File: config.mk
export PLATFORM = sky130hd
export DESIGN_NAME = operand_pipe
export DESIGN_NICKNAME = d
export VERILOG_FILES = /design/src/rtl/operand_pkg.sv /design/src/rtl/operand_sel.sv /design/src/rtl/operand_pipe.sv
export SDC_FILE = /design/constraint.sdc
export NUM_CORES = 1
export LEC_CHECK = 0
export CAP_MARGIN = 10
export CORE_ASPECT_RATIO = 1.1
export CORE_MARGIN = 1
export CORE_UTILIZATION = 48
export CTS_CLUSTER_DIAMETER = 100
export CTS_CLUSTER_SIZE = 10
export DETAILED_ROUTE_END_ITERATION = 10
export HOLD_SLACK_MARGIN = 0.12
export PLACE_DENSITY = 0.81
export SYNTH_ARGS = -nofsm -noshare
export SYNTH_HDL_FRONTEND = slang
export SYNTH_SLANG_ARGS = --single-unit
File: constraint.sdc
create_clock -name clk -period 3.1 [get_ports clk]
set_input_delay 0.31 -clock clk [delete_from_list [all_inputs] [get_ports clk]]
set_output_delay 0.31 -clock clk [all_outputs]
set_load 0.02 [all_outputs]
File: src/rtl/operand_pkg.sv
// Shared definitions for the operand pipeline: the operand mode select encoding.
package operand_pkg;

  localparam int SEL_W = 3;

  localparam logic [SEL_W-1:0] SEL_PB    = 3'b000;
  localparam logic [SEL_W-1:0] SEL_IMM_I = 3'b001;
  localparam logic [SEL_W-1:0] SEL_IMM_S = 3'b010;
  localparam logic [SEL_W-1:0] SEL_IMM_U = 3'b011;
  localparam logic [SEL_W-1:0] SEL_PC    = 3'b100;
  localparam logic [SEL_W-1:0] SEL_IMM_B = 3'b101;
  localparam logic [SEL_W-1:0] SEL_IMM_J = 3'b110;
  localparam logic [SEL_W-1:0] SEL_PC4   = 3'b111;

endpackage

File: src/rtl/operand_sel.sv
// Combinational operand formation: picks port B, PC, PC+4 or a sign-extended
// RISC-V style immediate decoded from the instruction word.
module operand_sel
  import operand_pkg::*;
#(
  parameter int XLEN = 32
) (
  input  logic [SEL_W-1:0] sel,
  input  logic [31:0]      instr,
  input  logic [XLEN-1:0]  pb,
  input  logic [XLEN-1:0]  pc,
  output logic [XLEN-1:0]  operand
);

  logic signed [11:0] imm_i;
  logic signed [11:0] imm_s;
  logic signed [31:0] imm_u;
  logic signed [12:0] imm_b;
  logic signed [20:0] imm_j;

  assign imm_i = instr[31:20];
  assign imm_s = {instr[31:25], instr[11:7]};
  assign imm_u = {instr[31:12], 12'b0};
  assign imm_b = {instr[31], instr[7], instr[30:25], instr[11:8], 1'b0};
  assign imm_j = {instr[31], instr[19:12], instr[20], instr[30:21], 1'b0};

  // Size casts of signed values sign-extend to XLEN; pc+4 simply wraps.
  always_comb begin
    operand = '0;
    case (sel)
      SEL_PB:    operand = pb;
      SEL_IMM_I: operand = XLEN'(imm_i);
      SEL_IMM_S: operand = XLEN'(imm_s);
      SEL_IMM_U: operand = XLEN'(imm_u);
      SEL_PC:    operand = pc;
      SEL_IMM_B: operand = XLEN'(imm_b);
      SEL_IMM_J: operand = XLEN'(imm_j);
      SEL_PC4:   operand = pc + XLEN'(4);
      default:   operand = '0;
    endcase
  end

endmodule

File: src/rtl/operand_pipe.sv
// Operand pipeline: forms the selected operand and queues it with its select
// and tag in a small FIFO, giving a registered one-cycle path to the consumer.
module operand_pipe
  import operand_pkg::*;
#(
  parameter int XLEN  = 32,
  parameter int DEPTH = 2,
  parameter int TAG_W = 4
) (
  input  logic                     clk,
  input  logic                     reset,
  input  logic                     in_valid,
  output logic                     in_ready,
  input  logic [SEL_W-1:0]         sel,
  input  logic [31:0]              instr,
  input  logic [XLEN-1:0]          pb,
  input  logic [XLEN-1:0]          pc,
  input  logic [TAG_W-1:0]         in_tag,
  output logic                     out_valid,
  input  logic                     out_ready,
  output logic [XLEN-1:0]          out_n,
  output logic [SEL_W-1:0]         out_sel,
  output logic [TAG_W-1:0]         out_tag,
  output logic [$clog2(DEPTH):0]   count
);

  localparam int AW = $clog2(DEPTH);
  localparam int CW = AW + 1;
  localparam logic [CW-1:0] FULL_CNT = CW'(DEPTH);

  // Handshake: a transfer happens on a rising edge where valid && ready on that
  // side; in_ready depends only on occupancy, never on out_ready, and the head
  // entry holds steady while out_valid is high and out_ready is low.

  logic [XLEN-1:0]  operand;
  logic [XLEN-1:0]  mem_n   [DEPTH];
  logic [SEL_W-1:0] mem_sel [DEPTH];
  logic [TAG_W-1:0] mem_tag [DEPTH];
  logic [AW-1:0]    wr_ptr;
  logic [AW-1:0]    rd_ptr;
  logic [CW-1:0]    count_q;
  logic             push;
  logic             pop;

  operand_sel #(.XLEN(XLEN)) u_operand_sel (
    .sel     (sel),
    .instr   (instr),
    .pb      (pb),
    .pc      (pc),
    .operand (operand)
  );

  assign in_ready  = (count_q != FULL_CNT);
  assign out_valid = (count_q != '0);
  assign push      = in_valid && in_ready && !reset;
  assign pop       = out_valid && out_ready;

  // Pointers are power-of-two wide, so incrementing wraps modulo DEPTH.
  always_ff @(posedge clk) begin
    if (reset) begin
      wr_ptr  <= '0;
      rd_ptr  <= '0;
      count_q <= '0;
    end else begin
      if (push) wr_ptr <= wr_ptr + AW'(1);
      if (pop)  rd_ptr <= rd_ptr + AW'(1);
      case ({push, pop})
        2'b10:   count_q <= count_q + CW'(1);
        2'b01:   count_q <= count_q - CW'(1);
        default: count_q <= count_q;
      endcase
    end
  end

  always_ff @(posedge clk) begin
    if (push) begin
      mem_n[wr_ptr]   <= operand;
      mem_sel[wr_ptr] <= sel;
      mem_tag[wr_ptr] <= in_tag;
    end
  end

  // Head fields are forced to zero whenever nothing is queued.
  assign out_n   = out_valid ? mem_n[rd_ptr]   : '0;
  assign out_sel = out_valid ? mem_sel[rd_ptr] : '0;
  assign out_tag = out_valid ? mem_tag[rd_ptr] : '0;
  assign count   = count_q;

endmodule

# Yosys cells after proc, flatten, opt, wreduce, memory -nomap -nowiden
# Memory sizes are Yosys's and may differ from the RTL's. A register that Yosys moved wholly into a read port is not among the register bits.
# Cells that the tools add are included.
dict set report word_totals {
  ff_bits 4
  mem_bits_rw 78
  input_bits 107
  output_inout_bits 43
  word_cells 41
  n_memories 3
}
dict set report classes {
  add_sub_neg 5
  n_eq_ne 10
  n_mux 13
  reduce_logical 7
}
# name depth word_bits rd rd_ports_with_merged_regs wr line
set memory_table {}
lappend memory_table {mem_n 2 32 1 1 1 operand_pipe.sv:36} ;# logic [XLEN-1:0] mem_n [DEPTH];
lappend memory_table {mem_tag 2 4 1 1 1 operand_pipe.sv:38} ;# logic [TAG_W-1:0] mem_tag [DEPTH];
lappend memory_table {mem_sel 2 3 1 1 1 operand_pipe.sv:37} ;# logic [SEL_W-1:0] mem_sel [DEPTH];
# cell count
set ops {}
lappend ops {{32-bit case mux with 8 select lines} 1}
lappend ops {{32-bit by 3-bit adder with 32-bit output, second input constant} 1}
lappend ops {{32-bit two-way mux} 1}
lappend ops {{3-bit == test, second input constant} 4}
lappend ops {{1-bit two-way mux} 8}
lappend ops {{3-bit by 2-bit == test with 1-bit output, second input constant} 2}
lappend ops {{4-bit two-way mux} 1}
lappend ops {{2-bit case mux with 2 select lines} 1}
lappend ops {{2-bit nonzero test} 2}
lappend ops {{3-bit by 1-bit == test with 1-bit output, second input constant} 1}
lappend ops {{1-bit logical AND} 3}
lappend ops {{3-bit zero test} 1}
lappend ops {{3-bit two-way mux} 1}
lappend ops {{1-bit adder, second input constant} 2}
lappend ops {{2-bit by 1-bit adder with 2-bit output, second input constant} 1}
lappend ops {{2-bit by 1-bit == test with 1-bit output, second input constant} 1}
lappend ops {{2-bit == test, second input constant} 1}
lappend ops {{2-bit != test, second input constant} 1}
lappend ops {{2-bit by 1-bit subtractor with 2-bit output, second input constant} 1}
lappend ops {{1-bit zero test} 1}

# Depth between registers and ports, before layout
# Gate-level depths: netlist of run 1.
dict set report logic_depth {
  depth_word 5
  depth_mapped 8
  ltp_nobuf 7
}

# By module
# A second synthesis of run 1 with hierarchy kept.
dict set report unflattened {
  cells_unflattened 527
  hier_area_um2 5133.7
}
# module instances cells_per_inst area_each_um2 seq_area_each_um2
set by_module_without_submodules {}
lappend by_module_without_submodules {operand_pipe 1 192 3151.8 2442.3}
lappend by_module_without_submodules {operand_sel 1 335 1981.9 0.0}

# Least setup slack after synthesis of run 1
# No wires, ideal clock.
dict set report synth_timing {
  path_kind {register to register}
  from {register count_q[0], in the netlist count[0]}
  to {memory mem_n[0][0], enable pin}
  setup_time_ns 0.435
  arrival_ns 2.653
  required_time_ns 2.665
  slack_ns 0.011
  stages_incl_launch_ff 4
  path_buffers 0
  synth_period_minus_slack_ns 3.089
  path_cell_list {dfxtp_1 nand2b_1 nand3b_1 nor2_1}
}
dict set report synth_between {
  elab_chain_len 5
}
# item line
set synth_rtl {}
lappend synth_rtl {{start, declared} operand_pipe.sv:41} ;# logic [CW-1:0] count_q;
lappend synth_rtl {{start signal, assigned} operand_pipe.sv:68} ;# 2'b10: count_q <= count_q + CW'(1);
lappend synth_rtl {{start signal, assigned} operand_pipe.sv:69} ;# 2'b01: count_q <= count_q - CW'(1);
lappend synth_rtl {{start signal, assigned} operand_pipe.sv:70} ;# default: count_q <= count_q;
lappend synth_rtl {{2-bit != test} operand_pipe.sv:53} ;# assign in_ready = (count_q != FULL_CNT);
lappend synth_rtl {{net in_ready} operand_pipe.sv:13} ;# output logic in_ready,
lappend synth_rtl {{1-bit logical AND (2 in a row)} operand_pipe.sv:55} ;# assign push = in_valid && in_ready && !reset;
lappend synth_rtl {{1-bit two-way mux} operand_pipe.sv:76} ;# if (push) begin
lappend synth_rtl {{1-bit two-way mux (implied by the code)} operand_pipe.sv:77} ;# mem_n[wr_ptr] <= operand;
lappend synth_rtl {{end, declared} operand_pipe.sv:36}
# The timed path passes the listed nets, and every way through them passes these cells.

# Final worst setup path of run 1
dict set report layout_timing {
  from {register count_q[0], in the netlist count[0]}
  to {output out_n[4]}
}
dict set report layout_between {
  elab_chain_len 2
}
# item line
set layout_rtl {}
lappend layout_rtl {{2-bit nonzero test} operand_pipe.sv:54} ;# assign out_valid = (count_q != '0);
lappend layout_rtl {{32-bit two-way mux} operand_pipe.sv:84} ;# assign out_n = out_valid ? mem_n[rd_ptr] : '0;
lappend layout_rtl {{end, declared} operand_pipe.sv:21} ;# output logic [XLEN-1:0] out_n,
# Every way passes these cells.

==> results.json, run 1 <==
{
  "status": "finished clean",
  "worstPathRequired_ns": 2.79,
  "antenna_found_initial": 0,
  "via_per_inst": 5.900,
  "num_rows": 39,
  "die-area_um2": 11250,
  "die-width_um": 101.2,
  "synth.ff_latch_count": 83,
  "ys_async_sr_fraction_pct": 0,
  "setup_slack_ns": 0.5239,
  "start_kind": "flop",
  "synth_ff_type": "edfxtp_1",
  "syn_to_final_growth_pct": 36.24,
  "buffer_ports.inserted": 142,
  "synth_top_cell_area_share_pct": 45.08,
  "drt-total-wl_um": 15250,
  "synth_area_leader_cell": "edfxtp_1",
  "postCtsSetupBuffers": 0,
  "clock_skew_ns": 0.004071,
  "max-cap-violations": 0,
  "ys_types": 56,
  "nFillCells": 840,
  "rsz0062_at_grt": "false",
  "drive_gt1_share_pct": 7.207,
  "track_usage_pct": 27.82,
  "critPathMaxFanout": 27,
  "grt_pass1_wl_um": 23580,
  "grt_max_degree": 39,
  "max_stage_delay_ns": 0.54,
  "avgSynthCellArea_um2": 9.767,
  "synth.area.top_cells": "edfxtp_1 (45%), mux2i_1 (9.8%), nor2_1 (5.4%)",
  "post_cts_resized": 0,
  "min_period_ns": 2.576,
  "antenna_cells": 0,
  "rr_worst_depth": 6,
  "antenna_left": 0,
  "cts_max_level": 3,
  "syn_area_um2": 5196,
  "setup_viol": 0,
  "core_um2": 10440,
  "hold_path.startpoint": "sel[0]",
  "synth_warnings": 0,
  "slew_viol_final": 0,
  "avgRoutedWirePerCell_um": 18.86,
  "cts_tree": "yes",
  "worst_pin_slew_ns": 0.8590,
  "hold_viol": 0,
  "clock_latency_ns": 0.35,
  "pin_count": 150,
  "crit_chain": "nor2_2, buf_4, nor2_1, clkdlybuf4s50_1",
  "nNetsFinal": 770,
  "instances_no_fill": 809,
  "cts_made_buffers": 9,
  "cts_root_buffer": "clkbuf_16",
  "cp.arrival_ns": 2.27,
  "clkTransAtPathRegs_ns": 0.06,
  "final.setup.tns_ns": 0,
  "die_y_um": 111.1,
  "start_util_pct": 49.76,
  "cts_buffer_depth": 2,
  "dpl.cell_count": 793,
  "postCtsHoldBufs": 0,
  "startpoint": "count[0]$_SDFFE_PP0P_",
  "drt_iter0_markers": 393,
  "hold_depth": 1,
  "drc": 0,
  "cts_num_sinks": 83,
  "max-vdd-ir-drop_uv": 387.8,
  "drtPass1Iterations": 5,
  "routabilityCongestion": 0.9226,
  "synth_enable_flop_cells": 78,
  "syn-num-nets": 641,
  "post-route-period-util_pct": 83.10,
  "hpwl_um": 11120,
  "crit_slowest_cell": "clkdlybuf4s50_1",
  "r2r-start": "count[0]$_SDFFE_PP0P_",
  "hold_slack_ns": 0.4969,
  "crit_type": "flop to output port",
  "max_freq_mhz": 388.2,
  "gr-total-overflow": 0,
  "powerDensity_nw_per_um2": 607.8,
  "pre_cts_slack_ns": 0.2310,
  "vias": 4773,
  "seq_area_frac_synth_pct": 47.00,
  "holdCritPathClass": "input pin to flop",
  "power.leakage_nw": 2.407,
  "slew_headroom_pct": 42.62,
  "syn_inst": 532,
  "grt_pass1_vias": 4637,
  "worstSetupEndpointType": "output port"
}
## per-stage QoR
stage / area (um2) / util [%] / power [W]
2_1_floorplan: 5196 / - / 0.002445
3_3_place_gp: 6794 / 65.06 / 0.003248
3_5_place_dp: 6794 / 65.06 / 0.003291
4_1_cts: 7079 / 67.79 / 0.004319
5_1_grt: 7079 / 67.79 / 0.004497
6_report: 7079 / 67.79 / 0.004303
## layout by cell type (no fill, tap or decap), types with 14 or more instances in the layout
| cell | netlist | routed |
|---|---|---|
| inv_1 | 17 | 17 |
| o21ai_0 | 29 | 29 |
| nand2_1 | 35 | 35 |
| a21oi_1 | 40 | 40 |
| buf_4 | 0 | 16 |
| mux2i_1 | 51 | 51 |
| nor2_1 | 75 | 72 |
| edfxtp_1 | 78 | 78 |
| xnor2_1 | 14 | 14 |
| clkdlybuf4s50_1 | 0 | 141 |
## worst max-delay path: cells and delay by family, from the launching register on
family | cells | cell delay [ns]
DFF | 1 | 0.36
buffers and inverters | 2 | 0.94
and+or+nand+nor | 2 | 0.60
## logic make-up (layout without fill, tap and decap cells)
group	Yosys count	in the layout	share of synthesized area, %
compound gates	151	151	19.24
xor+xnor	19	19	3.203
fa+ha+maj	2	2	0.4815
buf+inv	59	193	4.623
flops	83	83	47.00
mux	53	53	10.26
simple gates	165	165	15.19
## worst paths after layout
| kind | to | slack (ns) |
|---|---|---|
| max | out_n[4] | 0.52 |
| min | mem_sel[0][0]$_DFFE_PP_ | 0.50 |
| max reg2reg | count[1]$_SDFFE_PP0P_ | 1.02 |
| min reg2reg | flop | 0.54 |
## cells in the mapped netlist, drive strengths merged (4+ instances only)
master / instances
edfxtp: 78
nor2: 75
mux2i: 51
a21oi: 40
nand2: 35
clkbuf: 31
o21ai: 30
inv: 17
xnor2: 14
nor4: 12
a211oi: 11
buf: 11
o22ai: 11
nand3: 10
o21a: 8
a21o: 6
nor3: 6
a221oi: 5
a31oi: 5
dfxtp: 5
o31a: 5
o32a: 5
xor2: 5
nand2b: 4
nor2b: 4
or4: 4
## layout make-up
class                      count  area, um2  area share [%]
inverter                      17      63.81          0.9014
timing repair buffer         160       1577           22.27
clock inverter                 7      60.06          0.8484
sequential                    83       2444           34.52
tap                          143      178.9           2.527
multi-input combinational    390       2531           35.75
clock buffer                   9      225.2           3.181
## where the power goes
| group | switching [W] | total (W) | leakage [nW] | internal (W) |
|---|---|---|---|---|
| clock | 0.000485 | 0.00104 | 0.131 | 0.000555 |
| combinational | 0.000974 | 0.00183 | 1.52 | 0.000859 |
| sequential | 0.0000783 | 0.00143 | 0.758 | 0.00135 |
| total | 0.00154 | 0.00430 | 2.41 | 0.00277 |
## metal layers
layer / vias to the layer above / global-route usage [%] / wire length (um)
met5: - / 0 / 0
met4: 0 / 11.98 / 418
met3: 36 / 5.170 / 1284
met2: 257 / 44.90 / 7207
met1: 2232 / 36.24 / 6344
li1: 2248 / - / -
## sequential cells by signal, indices dropped and copies added, names as in the netlist, named ones only
register	flops
mem_tag	8
count	2
rd_ptr	1
mem_sel	6
wr_ptr	1
mem_n	64
Power figures use the tool's default switching activity.
==> inputs of run 2 (changes only) <==
Settings changed: CORE_UTILIZATION 48 to 44, PLACE_DENSITY 0.81 to 0.78.
Clock period 3.1 ns to 2.3 ns, I/O delays scaled along.
==> run 2 against run 1 <==
  * Non-clock buffer count up 45
  * Critical path depth up 3
  * Sequential share of layout area down 1.9 points
  * Via count up 6.5%
  * Core utilization down 2.6 points
==> results.json, run 2 (synthesis gave the netlist of run 1 again) <==
{
  "grt_pass1_wl_um": 24640,
  "die-area_um2": 12250,
  "hold_viol": 0,
  "drt-total-wl_um": 15680,
  "top_register": "mem_n",
  "antenna_left": 0,
  "holdCritPathClass": "input pin to flop",
  "largest_register_ffs": 64,
  "clock_latency_ns": 0.35,
  "setup_viol": 0,
  "slew_viol_final": 0,
  "die-width_um": 105.6,
  "min_period_ns": 2.282,
  "max-cap-violations": 0,
  "postCtsHoldBufs": 0,
  "core_um2": 11490,
  "cts_made_buffers": 9,
  "post-route-period-util_pct": 99.20,
  "placed_area_um2": 7163,
  "pre_cts_slack_ns": -0.3705,
  "antenna_cells": 0,
  "layout_commonest_cell": "clkdlybuf4s50_1",
  "routabilityCongestion": 0.9510,
  "crit_chain": "clkdlybuf4s50_1, nand4_1, or4_1, buf_4, nor4_1, xnor2_1, o21ai_2",
  "drt_iter0_markers": 515,
  "vias": 5083,
  "cp.arrival_ns": 2.37,
  "power.leakage_nw": 2.636,
  "clkTransAtPathRegs_ns": 0.06,
  "track_usage_pct": 26.11,
  "num_rows": 41,
  "worstSetupEndpointType": "flop",
  "syn_to_final_growth_pct": 44.23,
  "worst_pin_slew_ns": 0.5704,
  "clock_skew_ns": 0.006552,
  "buffer_ports.inserted": 142,
  "gr-total-overflow": 0,
  "start_util_pct": 45.22,
  "status": "finished clean",
  "max-vdd-ir-drop_uv": 857.7,
  "cts_tree": "yes",
  "top_regs": "mem_n (64), mem_tag (8), mem_sel (6)",
  "pin_count": 150,
  "die_y_um": 116.0,
  "hpwl_um": 11530,
  "mostFrequentLayoutCells": "clkdlybuf4s50_1 (141), edfxtp_1 (78), nor2_1 (72), buf_4 (57), mux2i_1 (51)",
  "cts_buffer_depth": 2,
  "drc": 0,
  "drtPass1Iterations": 5,
  "cts_root_buffer": "clkbuf_16",
  "slew_headroom_pct": 61.98,
  "nNetsFinal": 815,
  "critPathMaxFanout": 10,
  "via_per_inst": 5.904,
  "final.setup.tns_ns": 0,
  "antenna_found_initial": 0,
  "cts_num_sinks": 83,
  "cp_top_family": "simple AND/OR/NAND/NOR gates",
  "powerDensity_nw_per_um2": 783.1,
  "fin_util_pct": 65.22,
  "max_freq_mhz": 438.3,
  "post-route-cell-area_um2": 7495,
  "cts_max_level": 3,
  "grt_max_degree": 40,
  "setup_slack_ns": 0.01834,
  "crit_slowest_cell": "or4_1",
  "worstPathRequired_ns": 2.39,
  "start_kind": "input pin",
  "avgRoutedWirePerCell_um": 18.22,
  "crit_type": "input pin to flop",
  "path_buf_inv": 2,
  "total_power_w": 0.005869,
  "drive_gt1_share_pct": 13.50,
  "max_stage_delay_ns": 0.58,
  "grt_pass1_vias": 4804
}
## run 2: cell types whose count changed in the layout (fill, tap and decap cells not counted), sizes merged
cell      change
clkinvlp      -2
clkbuf        +4
inv           -3
bufinv        +1
buf          +45
## run 2: where the power goes
part / internal, W / switching [W] / total, W
sequential: 0.00182 / 0.0000552 / 0.00188
combinational: 0.00121 / 0.00137 / 0.00259
clock: 0.000841 / 0.000565 / 0.00141
total: 0.00388 / 0.00199 / 0.00587
## run 2: stage by stage
step / instances / hold WS (ns)
finish: 861 / 0.4468
global placement: 843 / 0.4972
floorplan: 532 / 0.2991
detailed placement: 843 / 0.5110
CTS: 859 / 0.4318
global route: 861 / 0.4640
## run 2: per-layer routing
layer / vias to the layer above / part of all wire (%) / routed length, um / GRT usage, %
li1: 2345 / - / - / -
met1: 2355 / 40 / 6352 / 33.81
met2: 332 / 47 / 7428 / 43.42
met3: 51 / 9.0 / 1408 / 4.781
met4: 0 / 3.1 / 494 / 10.93
met5: - / 0 / 0 / 0
## run 2: repair_timing
| action | 4_1_cts | 5_1_grt |
|---|---|---|
| pin swaps | 0 | 3 |
| buffers inserted | 0 | 2 |
| gates resized for setup | 1 | 10 |
| setup endpoints to repair | 2 | 24 |
| cloned | 0 | 0 |
## run 2: worst paths after layout
path	startpoint	endpoint	slack, ns	depth (start not counted)
min	sel[0]	mem_sel[1][0]$_DFFE_PP_	0.45	2
max	pc[10]	mem_n[0][31]$_DFFE_PP_	0.02	7
min reg2reg	rd_ptr$_SDFFE_PP0P_	rd_ptr$_SDFFE_PP0P_	0.52	2
max reg2reg	count[0]$_SDFFE_PP0P_	count[1]$_SDFFE_PP0P_	0.71	5
## run 2: cell type report
cell class	instances	area, um2
Clock buffer	13	240.2
Clock inverter	3	42.54
Fill cell	913	3996
Inverter	17	63.81
Multi-Input combinational cell	390	2561
Sequential cell	83	2444
Tap cell	150	187.7
Timing Repair Buffer	205	1956
## run 2: worst reg2reg max path, delay by kind of cell (launching register included)
kind | cells | cell delay (ns)
DFF | 1 | 0.42
AOI/OAI and AO/OA | 1 | 0.13
adders and majority gates | 1 | 0.35
and+or+nand+nor | 3 | 0.62
==> inputs of run 3 (changes only) <==
Settings changed: SETUP_SLACK_MARGIN set to 0.15.
==> run 3 against run 2 <==
  * Sequential share of layout area is 0.68 points lower
  * Sequential power is essentially flat
  * Critical endpoint is now mem_n[1][30]$_DFFE_PP_
  * Sequential cell count did not move
  * Critical path type unchanged
  * Largest cell class unchanged
  * Non-clock buffer count grew 2
==> results.json, run 3 (synthesis gave the netlist of run 1 again) <==
{
  "crit_slowest_cell": "or4_1",
  "track_usage_pct": 26.37,
  "grt_pass1_wl_um": 24850,
  "min_period_ns": 2.087,
  "grtUsageMet3_pct": 5.174,
  "cts_tree": "yes",
  "syn_to_final_growth_pct": 47.29,
  "rsz0062_at_grt": "false",
  "max_stage_delay_ns": 0.54,
  "seqCellArea_um2": 2444,
  "cts_root_buffer": "clkbuf_16",
  "final.setup.tns_ns": 0,
  "slew_viol_final": 0,
  "cp.arrival_ns": 2.17,
  "start_util_pct": 45.22,
  "layout_commonest_cell": "clkdlybuf4s50_1",
  "clock_latency_ns": 0.35,
  "post-route-cell-area_um2": 7654,
  "worstSetupEndpointType": "flop",
  "max-cap-violations": 0,
  "routabilityCongestion": 0.9510,
  "grt_max_degree": 40,
  "post-route-period-util_pct": 90.74,
  "slew_headroom_pct": 64.38,
  "buffer_ports.inserted": 142,
  "drt_iter0_markers": 541,
  "vias": 5137,
  "largest_register_ffs": 64,
  "placed_area_um2": 7163,
  "worstPathRequired_ns": 2.38,
  "die-area_um2": 12250,
  "die-width_um": 105.6,
  "core_um2": 11490,
  "p_switching_w": 0.002010,
  "crit_type": "input pin to flop",
  "antenna_left": 0,
  "nNetsFinal": 817,
  "critPathMaxFanout": 14,
  "mostFrequentLayoutCells": "clkdlybuf4s50_1 (130), edfxtp_1 (78), nor2_1 (72), buf_4 (55), mux2i_1 (51)",
  "multi_input_area_um2": 2644,
  "grt_pass1_vias": 4914,
  "cts_made_buffers": 9,
  "instances_no_fill": 863,
  "drtPass1Iterations": 7,
  "drc": 0,
  "top_usage_layer": "met2",
  "max_freq_mhz": 479.2,
  "antenna_cells": 0,
  "top_regs": "mem_n (64), mem_tag (8), mem_sel (6)",
  "worst_pin_slew_ns": 0.5344,
  "start_kind": "input pin",
  "num_rows": 41,
  "status": "finished clean",
  "gr-total-overflow": 0,
  "nFillCells": 884,
  "dpl.cell_count": 843,
  "cts_max_level": 3,
  "use_met1_pct": 33.60,
  "die_y_um": 116.0,
  "cts_num_sinks": 83,
  "drt-total-wl_um": 16140,
  "power.leakage_nw": 2.798,
  "via_per_inst": 5.952,
  "pwr-share-clk_pct": 23.9,
  "top_register": "mem_n",
  "antenna_found_initial": 0,
  "p_seq_share_pct": 31.8,
  "powerDensity_nw_per_um2": 770.5,
  "p_int_w": 0.003886,
  "drive_gt1_share_pct": 15.01,
  "avgRoutedWirePerCell_um": 18.70,
  "combPwrFrac_pct": 44.2,
  "cts_buffer_depth": 2,
  "p_sw_share_pct": 34.09,
  "holdCritPathClass": "input pin to flop",
  "postCtsHoldBufs": 0,
  "crit_chain": "clkdlybuf4s50_1, nand3_1, or4_1, buf_4, o31a_1, o21ai_2, a21oi_2",
  "pin_count": 150,
  "hpwl_um": 11530,
  "clkTransAtPathRegs_ns": 0.06,
  "setup_viol": 0,
  "clock_skew_ns": 0.006847,
  "met2_usage_pct": 43.82,
  "max-vdd-ir-drop_uv": 876.1,
  "hold_viol": 0
}
run 3: layout make-up:
class / instances / share of cell area (%)
clock buffer: 13 / 3.139
clock inverter: 3 / 0.5558
inverter: 17 / 0.8337
multi-input combinational: 390 / 34.54
sequential: 83 / 31.93
tap: 150 / 2.452
timing repair buffer: 207 / 26.55
run 3: worst max-delay path: cells and delay by family:
kind	cells	cell delay [ns]
and+or+nand+nor	2	0.65
buffers and inverters	2	0.71
AOI/OAI and AO/OA	3	0.58
run 3: layer usage:
metal	vias to the layer above	part of all wire [%]
met2	360	47
met4	0	3.5
li1	2340	-
met1	2378	40
met3	59	9.9
met5	-	0
run 3: final timing paths:
path	from	end	slack [ns]	depth (start not counted)
hold reg to reg	rd_ptr$_SDFFE_PP0P_	rd_ptr$_SDFFE_PP0P_	0.52	2
hold / removal	sel[0]	mem_sel[1][0]$_DFFE_PP_	0.45	2
setup / recovery	pc[15]	mem_n[1][30]$_DFFE_PP_	0.21	7
setup reg to reg	count[1]$_SDFFE_PP0P_	count[1]$_SDFFE_PP0P_	0.69	6
run 3: timing repair:
item                       CTS  global route
resized for setup           13            31
setup buffers                1             2
setup endpoints to repair   32            73
pin swaps                    8            13
gates cloned                 0             1
run 3: per-stage QoR:
stage	power, W	util (%)	hold WS [ns]	setup WS (ns)
finish	0.005897	66.61	0.4466	0.2130
global route	0.006162	66.61	0.4640	0.1472
CTS	0.005897	65.21	0.4318	0.1507
detailed placement	0.004496	62.34	0.5110	-0.3705
global placement	0.004446	62.34	0.4972	-0.3372
floorplan	0.003295	-	0.2991	-0.1692
run 3: power groups by stage:
stage	clock (W)	combinational (W)	sequential [W]
5_1_grt	0.00148	0.00279	0.00189
6_report	0.00141	0.00261	0.00188
2_1_floorplan	0	0.00139	0.00191
3_5_place_dp	0	0.00259	0.00191
3_3_place_gp	0	0.00254	0.00190
4_1_cts	0.00142	0.00260	0.00188
